[src/rtl/intro_scene_draw_pkg.sv]
// rtl/intro_scene_draw_pkg.sv - shared geometry, colours and snapshot type for the intro scene
package graphicsPkg;

  localparam int SPRITE_LOG2 = 6;
  localparam int SPRITE_SIZE = 1 << SPRITE_LOG2;
  localparam int TIMING_W    = 26;

  localparam logic [11:0] TRANSPARENT    = 12'h0F0;
  localparam logic [11:0] LADDER_X       = 12'd500;
  localparam logic [11:0] LADDER_W       = 12'd32;
  localparam logic [11:0] LADDER_Y_BOT   = 12'd608;
  localparam logic [11:0] BG_COLOR       = 12'h000;
  localparam logic [11:0] PLATFORM_Y0    = 12'd207;
  localparam logic [11:0] PLATFORM_PITCH = 12'd96;
  localparam logic [11:0] PLATFORM_H     = 12'd8;
  localparam logic [11:0] HIT_COLOR      = 12'hF80;

  typedef struct packed {
    logic [11:0] xs;
    logic [11:0] ys;
    logic [3:0]  cs;
    logic [3:0]  ks;
    logic        as;
  } intro_snap_t;

  localparam intro_snap_t SNAP_RESET = '{xs: 12'd484, ys: 12'd672, cs: 4'd0, ks: 4'd0, as: 1'b1};

  typedef enum logic {ST_RUN, ST_DONE} intro_state_t;

  // True when line v lies inside any platform row whose mask bit is set.
  function automatic logic on_hit_platform(input logic [11:0] v, input logic [3:0] mask);
    logic        hit;
    logic [11:0] top;
    hit = 1'b0;
    for (int i = 0; i < 4; i++) begin
      top = PLATFORM_Y0 + PLATFORM_PITCH * 12'(i);
      if (mask[i] && (v >= top) && (v < top + PLATFORM_H)) hit = 1'b1;
    end
    return hit;
  endfunction

endpackage

[src/rtl/intro_scene_draw_delay.sv]
// rtl/intro_scene_draw_delay.sv - fixed-depth register delay line with synchronous clear
module delay #(
  parameter int WIDTH = 1,
  parameter int DEPTH = 1
) (
  input  logic             clk,
  input  logic             rst,
  input  logic [WIDTH-1:0] din,
  output logic [WIDTH-1:0] dout
);

  logic [WIDTH-1:0] pipe [DEPTH];

  always_ff @(posedge clk) begin
    if (rst) begin
      for (int i = 0; i < DEPTH; i++) pipe[i] <= '0;
    end else begin
      pipe[0] <= din;
      for (int i = 1; i < DEPTH; i++) pipe[i] <= pipe[i-1];
    end
  end

  assign dout = pipe[DEPTH-1];

endmodule

[src/rtl/intro_scene_draw.sv]
// rtl/intro_scene_draw.sv - composes the intro sprite, ladder erase and platform tint onto the pixel stream
module intro_scene_draw
  import graphicsPkg::*;
(
  input  logic                     clk,
  input  logic                     rst,
  input  logic [10:0]              vcount_in,
  input  logic [10:0]              hcount_in,
  input  logic                     vsync_in,
  input  logic                     hsync_in,
  input  logic                     vblnk_in,
  input  logic                     hblnk_in,
  input  logic [11:0]              rgb_in,
  input  logic                     animation,
  input  logic [11:0]              xpos,
  input  logic [11:0]              ypos,
  input  logic [3:0]               counter,
  input  logic [3:0]               ctl,
  output logic [2*SPRITE_LOG2-1:0] rom_addr,
  input  logic [11:0]              rom_data,
  output logic [10:0]              vcount_out,
  output logic [10:0]              hcount_out,
  output logic                     vsync_out,
  output logic                     hsync_out,
  output logic                     vblnk_out,
  output logic                     hblnk_out,
  output logic [11:0]              rgb_out,
  output logic                     intro_done
);

  intro_snap_t  snap;
  intro_state_t state, state_next;
  logic         vblnk_prev, snap_load, done_pulse;

  assign snap_load = vblnk_in && !vblnk_prev;

  // Snapshot once per frame so the sprite never tears mid-frame.
  always_ff @(posedge clk) begin
    if (rst) begin
      snap       <= SNAP_RESET;
      vblnk_prev <= 1'b0;
    end else begin
      vblnk_prev <= vblnk_in;
      if (snap_load) begin
        snap <= '{xs: xpos, ys: ypos, cs: counter, ks: ctl,
                  as: animation && (state == ST_RUN)};
      end
    end
  end

  always_ff @(posedge clk) begin
    if (rst) begin
      state      <= ST_RUN;
      intro_done <= 1'b0;
    end else begin
      state      <= state_next;
      intro_done <= done_pulse;
    end
  end

  always_comb begin
    state_next = state;
    done_pulse = 1'b0;
    case (state)
      ST_RUN: begin
        if (snap_load && !animation) begin
          done_pulse = 1'b1;
          state_next = ST_DONE;
        end
      end
      ST_DONE: state_next = ST_DONE;
    endcase
  end

  // Stage A: geometry decisions for the current pixel.
  logic [12:0]              h13, v13, xs13, ys13;
  logic [11:0]              h12, v12, seg;
  logic [SPRITE_LOG2-1:0]   dx, dy;
  logic                     hit_d, erase_d, plat_d;
  logic [2*SPRITE_LOG2-1:0] rom_addr_d;

  always_comb begin
    h13  = {2'b00, hcount_in};
    v13  = {2'b00, vcount_in};
    xs13 = {1'b0, snap.xs};
    ys13 = {1'b0, snap.ys};
    h12  = {1'b0, hcount_in};
    v12  = {1'b0, vcount_in};
    dx   = hcount_in[SPRITE_LOG2-1:0] - snap.xs[SPRITE_LOG2-1:0];
    dy   = vcount_in[SPRITE_LOG2-1:0] - snap.ys[SPRITE_LOG2-1:0];
    seg  = '0;

    // 13-bit sums so a sprite near the far edge clips instead of wrapping.
    hit_d = snap.as && (h13 >= xs13) && (h13 < xs13 + 13'(SPRITE_SIZE))
                    && (v13 >= ys13) && (v13 < ys13 + 13'(SPRITE_SIZE));
    rom_addr_d = hit_d ? {dy, dx} : '0;

    erase_d = 1'b0;
    if ((h12 >= LADDER_X) && (h12 < LADDER_X + LADDER_W) && (v12 < LADDER_Y_BOT)) begin
      seg     = (LADDER_Y_BOT - 12'd1 - v12) >> 5;
      erase_d = seg < {8'd0, snap.cs};
    end

    plat_d = on_hit_platform(v12, snap.ks);
  end

  logic hit_a, erase_a, plat_a, blank_a;

  always_ff @(posedge clk) begin
    if (rst) begin
      hit_a    <= 1'b0;
      erase_a  <= 1'b0;
      plat_a   <= 1'b0;
      blank_a  <= 1'b0;
      rom_addr <= '0;
    end else begin
      hit_a    <= hit_d;
      erase_a  <= erase_d;
      plat_a   <= plat_d;
      blank_a  <= vblnk_in || hblnk_in;
      rom_addr <= rom_addr_d;
    end
  end

  // Stage B: resolve which source overrides the delayed upstream pixel.
  logic        ovr_en;
  logic [11:0] ovr_color, rgb_d2;

  always_ff @(posedge clk) begin
    if (rst) begin
      ovr_en    <= 1'b0;
      ovr_color <= '0;
    end else begin
      ovr_en    <= 1'b1;
      ovr_color <= '0;
      if (blank_a) begin
        ovr_color <= 12'h000;
      end else if (hit_a && (rom_data != TRANSPARENT)) begin
        ovr_color <= rom_data;
      end else if (erase_a) begin
        ovr_color <= BG_COLOR;
      end else if (plat_a) begin
        ovr_color <= HIT_COLOR;
      end else begin
        ovr_en <= 1'b0;
      end
    end
  end

  delay #(.WIDTH(12), .DEPTH(2)) u_rgb_delay (
    .clk  (clk),
    .rst  (rst),
    .din  (rgb_in),
    .dout (rgb_d2)
  );

  assign rgb_out = ovr_en ? ovr_color : rgb_d2;

  logic [TIMING_W-1:0] timing_in, timing_out;

  assign timing_in = {vcount_in, hcount_in, vsync_in, hsync_in, vblnk_in, hblnk_in};

  delay #(.WIDTH(TIMING_W), .DEPTH(2)) u_timing_delay (
    .clk  (clk),
    .rst  (rst),
    .din  (timing_in),
    .dout (timing_out)
  );

  assign {vcount_out, hcount_out, vsync_out, hsync_out, vblnk_out, hblnk_out} = timing_out;

endmodule

[config.mk]
export PLATFORM = sky130hd
export DESIGN_NAME = intro_scene_draw
export DESIGN_NICKNAME = d
export VERILOG_FILES = /design/src/rtl/intro_scene_draw_pkg.sv /design/src/rtl/intro_scene_draw_delay.sv /design/src/rtl/intro_scene_draw.sv
export SDC_FILE = /design/constraint.sdc
export NUM_CORES = 1
export LEC_CHECK = 0
export BUFFER_PORTS_ARGS = -buffer_cell sky130_fd_sc_hd__buf_2
export CORE_MARGIN = 2
export CORE_UTILIZATION = 50
export DETAILED_ROUTE_END_ITERATION = 8
export PLACE_DENSITY_LB_ADDON = 0.15
export SLEW_MARGIN = 20
export SYNTH_ARGS = -nofsm -noshare
export SYNTH_HDL_FRONTEND = slang
export SYNTH_SLANG_ARGS = --single-unit
export TNS_END_PERCENT = 10
[constraint.sdc]
create_clock -name clk -period 5.4 [get_ports clk]
set_clock_uncertainty 0.15 [all_clocks]
set_input_delay 1.08 -clock clk [delete_from_list [all_inputs] [get_ports clk]]
set_output_delay 1.08 -clock clk [all_outputs]
set_load 0.03 [all_outputs]
==> flow_summary_export.csv, run 1 <==
group,metric,value,unit
timing,fin_crit,3.05,ns
synth,async_flop_share,0,%
floorplanning,die_h,114,um
cells_and_area,fin_cells,890,
global_routing,grt_pass1_vias,4369,
setup_path,crit_chain,"buf_2, ha_1, a211oi_1, nor2_1, o21a_1, o31ai_2, nor3_1",
setup_path,slowest_delay,0.88,ns
synth,synth_top_area_share,46.5,%
cells_and_area,drive_gt1_share,26.4,%
synth,synth_cell_types,56,
setup_path,crit_family,"compound AO/OA/AOI/OAI gates",
timing,slew_headroom,29.2,%
floorplanning,top_level_ports,136,
cts,clkSinkCount,140,
cells_and_area,fin_area,7250,um2
setup_path,critical_path_class,"input pin to register",
placed_design,hpwl,9540,um
setup_path,slowest_stage,"o31ai_2",
timing,fmax,328,MHz
floorplanning,start_util,50.6,%
cells_and_area,area_growth,20.2,%
min_path,min_path_type,"register to register",
timing,worst_slew_pin_slew,1.06,ns
timing,finalHoldViolCount,0,
cts,clock_latency,0.42,ns
cts,cts-resized-gates,0,
cts,path_clk_slew,0.06,ns
routing,drc,0,
floorplanning,coreArea,11900,um2
global_routing,grt.overflow.total,0,
cts,post-cts-setup-buffers,0,
global_routing,grt_max_degree,62,
pwr,p_leak,0.00329,uW
run,max-cap-violations,0,
cts,ctsHoldBuffers,0,
routing,via_per_inst,5.10,
routing,wire_per_inst,14.4,um
setup_path,endpoint_kind,"register",
cts,clock_path_buffers,2,
floorplanning,rows,40,
setup_path,critPathBufInv,1,
synth,yosys-top-cells-count,"dfxtp_1 (140), nor2b_1 (75), nand2_1 (56), ha_1 (43), a21oi_1 (40)",
cts,cts.htree.levels,4,
cts,cts_buffers,17,
status,status,"complete, no violations",
synth,synthCells,622,
global_routing,grt_pass1_wl,21100,um
timing,finalMaxSlewViolations,0,
synth,yosysTopAreaCell,"dfxtp_1",
cts,cts_tree,"built",
routing,firstDrtPassIters,4,
placed_design,place_inst,859,
synth,synth_enable_flop_cells,0,
cells_and_area,diodes,0,
setup_path,path_max_fanout,12,
synth,syn_area,6030,um2
synth,synth_seq_cells,140,
routing,drtAntennaViolNets,0,
synth,synth_area_leaders,"dfxtp_1 (46%), ha_1 (8.9%), nor2b_1 (7.8%), nand2_1 (3.5%), a21oi_1 (3.3%)",
placed_design,io_buffers,135,
global_routing,antenna_found_initial,0,
pwr,peakVddDrop,0.190,mV
cells_and_area,nets,861,
setup_path,critPathLaunchType,"input pin",
synth,yosysMostFrequentCell,"dfxtp_1",
pwr,power.total,2620,uW
routing,vias,4535,
global_routing,gr-usage-all-layers,20.9,%
pwr,p_per_area,361,nW/um2
timing,min_period_over_period,56.5,%
floorplanning,die_w,114,um
setup_path,worstPathRequired,5.50,ns
setup_path,arrival,3.15,ns
synth,syn_nets,752,
synth,ys_warn_count,0,
routing,drt_iter0_markers,214,
timing,rsz0062_at_grt,"no",
timing,setup_violations,0,
placed_design,place_congestion,0.862,
cts,clockRootBuffer,"clkbuf_16",
synth,ys_seq_area_share,46.5,%
placed_design,place_area,6640,um2
timing,fin_setup_tns,0,ns
routing,drt-total-wl,12800,um
floorplanning,die_area,13000,um2
synth,synth.avg_cell_area,9.70,um2
synth,synthFlopType,"dfxtp_1",
## placed cells by master, fill, tap and decap left out, drive strengths merged, types with 7 or more instances in the layout
master	n
nor2	27
ha	43
o21ai	12
buf	137
a21oi	40
nor2b	75
nand2	56
inv	36
and2	7
mux2	12
clkbuf	19
nand3	11
nor4	14
nand4	7
dfxtp	140
xnor2	10
a211o	9
## area by class of cell
type                       instances  area (um2)
multi-input combinational        399        2830
clock buffer                      19         433
fill                            1044        4660
inverter                          36         135
timing repair buffer             137         693
tap                              147         184
sequential                       140        2800
clock inverter                    12         173
## stage by stage
step           util, %  worst slack [ns]  hold slack [ns]
2_1_floorplan        -              2.40            0.264
3_3_place_gp      55.7              2.04            0.266
3_5_place_dp      55.7              1.96            0.270
4_1_cts           60.8              2.39            0.282
5_1_grt           60.9              2.19            0.298
6_report          60.9              2.35            0.280
## sequential cells by signal (all words and copies together) (netlist names), 12 cells and up
signal and flops:
u_rgb_delay.pipe 24, u_timing_delay.pipe 52, rom_addr 12, ovr_color 12, snap 33
## where the power goes
group | switching (uW) | internal [uW] | leakage [uW]
sequential | 22.5 | 1080 | 0.00115
combinational | 194 | 135 | 0.00184
clock | 421 | 767 | 0.000293
## routing by layer
metal  up-vias  share of wire (%)  global-route usage [%]
met3        21                4.7                    5.26
met5         -                  0                       0
li1       2303                  -                       -
met2       121                 47                    33.1
met4         0                1.9                    8.54
met1      2090                 46                    27.4
## cells by family (layout without fill, tap and decap cells)
family	Yosys count	count (layout)	synth area share [%]
DFF	140	140	46.5
muxes	12	12	2.24
AOI/OAI and AO/OA	93	93	10.4
xor gates and xnor gates	15	15	2.18
buffers and inverters	83	204	6.80
and+or+nand+nor	234	234	22.3
adders and majority gates	45	45	9.59
## path summary, 6_finish.rpt
kind,startpoint,to,slack [ns],depth (start not counted)
worst min register to register,u_timing_delay.pipe[0][13],u_timing_delay.pipe[0][39],0.28,1
worst min-delay path,u_timing_delay.pipe[0][13],u_timing_delay.pipe[0][39],0.28,1
worst max-delay path,vcount_in[5],hit_a,2.35,7
worst max register to register,snap[27],rom_addr[11],2.49,9
Power figures use the tool's default switching activity.
==> run 2: changes to the inputs <==
--- a/config.mk
+++ b/config.mk
@@ -5,6 +5,7 @@
 export SDC_FILE = /design/constraint.sdc
 export NUM_CORES = 1
 export LEC_CHECK = 0
+export ABC_AREA = 1
 export BUFFER_PORTS_ARGS = -buffer_cell sky130_fd_sc_hd__buf_2
 export CORE_MARGIN = 2
 export CORE_UTILIZATION = 50
==> constraint.sdc (replaced) <==
create_clock -name clk -period 3 [get_ports clk]
set_clock_uncertainty 0.15 [all_clocks]
set_input_delay 0.6 -clock clk [delete_from_list [all_inputs] [get_ports clk]]
set_output_delay 0.6 -clock clk [all_outputs]
set_load 0.03 [all_outputs]
==> run 2 against run 1 <==
Compared with the run above: clock power up 78%; power grew 80%; routed wire length up 0.22%; largest cell class is now registers; largest power group unchanged; sequential cell count unchanged.
==> flow_summary_export.csv, run 2 <==
group,metric,value,unit
cells_and_area,multi_input_comb_area,2470,um2
routing,via_per_inst,4.79,
cells_and_area,final_common_cell,"inv_1",
synth,synthCells,748,
timing,min_period_over_period,81.9,%
setup_path,crit_family,"simple AND/OR/NAND/NOR gates",
cts,cts_tree,"built",
synth,synth_enable_flop_cells,0,
global_routing,grt_max_degree,53,
global_routing,top_usage_layer,"met2",
timing,finalMaxSlewViolations,0,
global_routing,antenna_found_initial,0,
timing,rsz0062_at_grt,"no",
global_routing,grt_use_met2,34.4,%
cts,clkSinkCount,140,
synth,synth_top_area_share,46.2,%
setup_path,path_max_fanout,13,
setup_path,crit_chain,"ha_1, nand2_1, o21ai_0, o21ai_0, ha_1, a21o_1, a21oi_2, nand3_1, nor2_1, nand2_2, nor2_1",
timing,fin_setup_tns,0,ns
pwr,p_leak,0.00380,uW
synth,synth.avg_cell_area,8.10,um2
pwr,p_per_area,645,nW/um2
setup_path,critical_path_class,"register to register",
cts,clockRootBuffer,"clkbuf_16",
synth,synthFlopType,"dfxtp_1",
synth,ys_seq_area_share,46.2,%
setup_path,slowest_stage,"dfxtp_1",
global_routing,use_met1,24.2,%
cells_and_area,drive_gt1_share,22.7,%
cts,cts.htree.levels,4,
setup_path,critPathBufInv,0,
cells_and_area,most-common-layout-cells,"inv_1 (144), dfxtp_1 (140), buf_2 (135)",
global_routing,gr-usage-all-layers,20.3,%
cells_and_area,largest_register_ffs,52,
floorplanning,die_h,114,um
global_routing,grt.overflow.total,0,
synth,syn_area,6060,um2
timing,slew_headroom,58.9,%
cts,ctsHoldBuffers,0,
setup_path,worstPathRequired,3.19,ns
global_routing,use_met3,5.19,%
cts,cts-resized-gates,0,
floorplanning,coreArea,11900,um2
setup_path,endpoint_kind,"register",
synth,yosysMostFrequentCell,"inv_1",
placed_design,io_buffers,135,
cts,cts_buffers,17,
cells_and_area,fillers,1075,
timing,finalHoldViolCount,0,
run,max-cap-violations,0,
placed_design,place_congestion,0.842,
cts,post-cts-setup-buffers,0,
cells_and_area,top_regs,"u_timing_delay.pipe: 52 flops, snap: 33 flops, u_rgb_delay.pipe: 24 flops",
synth,yosys-top-cells-count,"inv_1 (144), dfxtp_1 (140), nor2_1 (120), nand2_1 (67)",
setup_path,slowest_delay,0.39,ns
routing,drt-total-wl,12900,um
timing,fmax,407,MHz
synth,yosysTopAreaCell,"dfxtp_1",
floorplanning,die_w,114,um
cts,path_clk_slew,0.06,ns
cts,clock_latency,0.41,ns
cells_and_area,fin_area,7320,um2
synth,synth_cell_types,38,
synth,synth_area_leaders,"dfxtp_1 (46%), inv_1 (8.9%), ha_1 (8.9%), nor2_1 (7.4%), nand2_1 (4.1%)",
routing,firstDrtPassIters,5,
floorplanning,rows,40,
cells_and_area,nets,995,
timing,worst_slew_pin_slew,0.611,ns
routing,drtAntennaViolNets,0,
timing,setup_violations,0,
cells_and_area,diodes,0,
synth,async_flop_share,0,%
placed_design,hpwl,9650,um
floorplanning,top_level_ports,136,
setup_path,arrival,2.64,ns
routing,vias,4906,
cts,clock_path_buffers,2,
routing,wire_per_inst,12.5,um
cells_and_area,seq_area,2800,um2
synth,syn_nets,878,
cells_and_area,area_growth,20.7,%
synth,synth_seq_cells,140,
min_path,min_path_type,"input pin to register",
routing,drc,0,
cells_and_area,top_register,"u_timing_delay.pipe",
timing,fin_crit,2.46,ns
floorplanning,start_util,50.9,%
setup_path,critPathLaunchType,"register",
status,status,"complete, no violations",
global_routing,grt_pass1_vias,4622,
synth,ys_warn_count,0,
routing,drt_iter0_markers,229,
placed_design,place_area,6710,um2
pwr,peakVddDrop,0.280,mV
floorplanning,die_area,13000,um2
global_routing,grt_pass1_wl,20600,um
run 2: cell count changes in the layout (fill, tap and decap cells not counted), moves of 7 or more:
cell,before,now
nor2_1,27,120
nor2b_1,74,1
nor4_1,10,3
nand2_1,56,67
nand3_1,9,31
nor2_2,0,8
a211o_1,9,0
o21ai_0,11,32
inv_1,36,144
run 2: final timing paths:
| kind | slack (ns) | cells past startpoint | to | from |
|---|---|---|---|---|
| min | 0.24 | 3 | u_rgb_delay.pipe[0][5] | rgb_in[5] |
| max reg2reg | 0.54 | 11 | rom_addr[4] | snap[27] |
| min reg2reg | 0.25 | 2 | u_timing_delay.pipe[0][50] | u_timing_delay.pipe[0][24] |
| max | 0.54 | 11 | rom_addr[4] | snap[27] |
run 2: area by class of cell:
type | instances | area share (%)
timing repair buffer | 140 | 9.75
multi-input combinational | 421 | 33.7
sequential | 140 | 38.3
clock buffer | 19 | 6.05
clock inverter | 13 | 2.22
inverter | 145 | 7.44
tap | 147 | 2.51
run 2: worst register-to-register path, delay by kind of cell (launching register included):
kind | cells | cell delay [ns]
compound gates | 4 | 0.58
fa+ha+maj | 2 | 0.55
flops | 1 | 0.39
simple gates | 5 | 0.71
run 2: cells by family (layout without fill, tap and decap cells):
kind of cell    Yosys count  in the layout  synth area share (%)
flops                   140            140                  46.2
buf+inv                 187            317                  13.1
simple gates            252            252                  17.8
xor+xnor                 15             15                  2.17
compound gates           97             97                  9.02
fa+ha+maj                45             45                  9.54
mux                      12             12                  2.23
run 2: metal layers:
layer | vias to the layer above | routed length [um]
met5 | - | 0
met4 | 0 | 277
met3 | 22 | 602
met2 | 119 | 6260
met1 | 2220 | 5710
li1 | 2545 | -
run 2: where the power goes:
| group | leakage [uW] | total (uW) | switching, uW | internal [uW] |
|---|---|---|---|---|
| clock network | 0.000296 | 2120 | 783 | 1340 |
| registers | 0.00115 | 1990 | 39.9 | 1950 |
| logic | 0.00235 | 613 | 377 | 235 |
run 2: stage by stage:
step                      setup slack [ns]  hold WS [ns]  util (%)  std cells  total power (uW)
after floorplan                      0.759         0.238         -        748              2460
after global placement               0.481         0.240      56.3        993              2630
after detailed placement             0.412         0.243      56.3        993              2650
after CTS                            0.539         0.218      61.4       1025              4780
after global routing                 0.356         0.229      61.4       1025              4950
final                                0.544         0.238      61.4       1025              4720
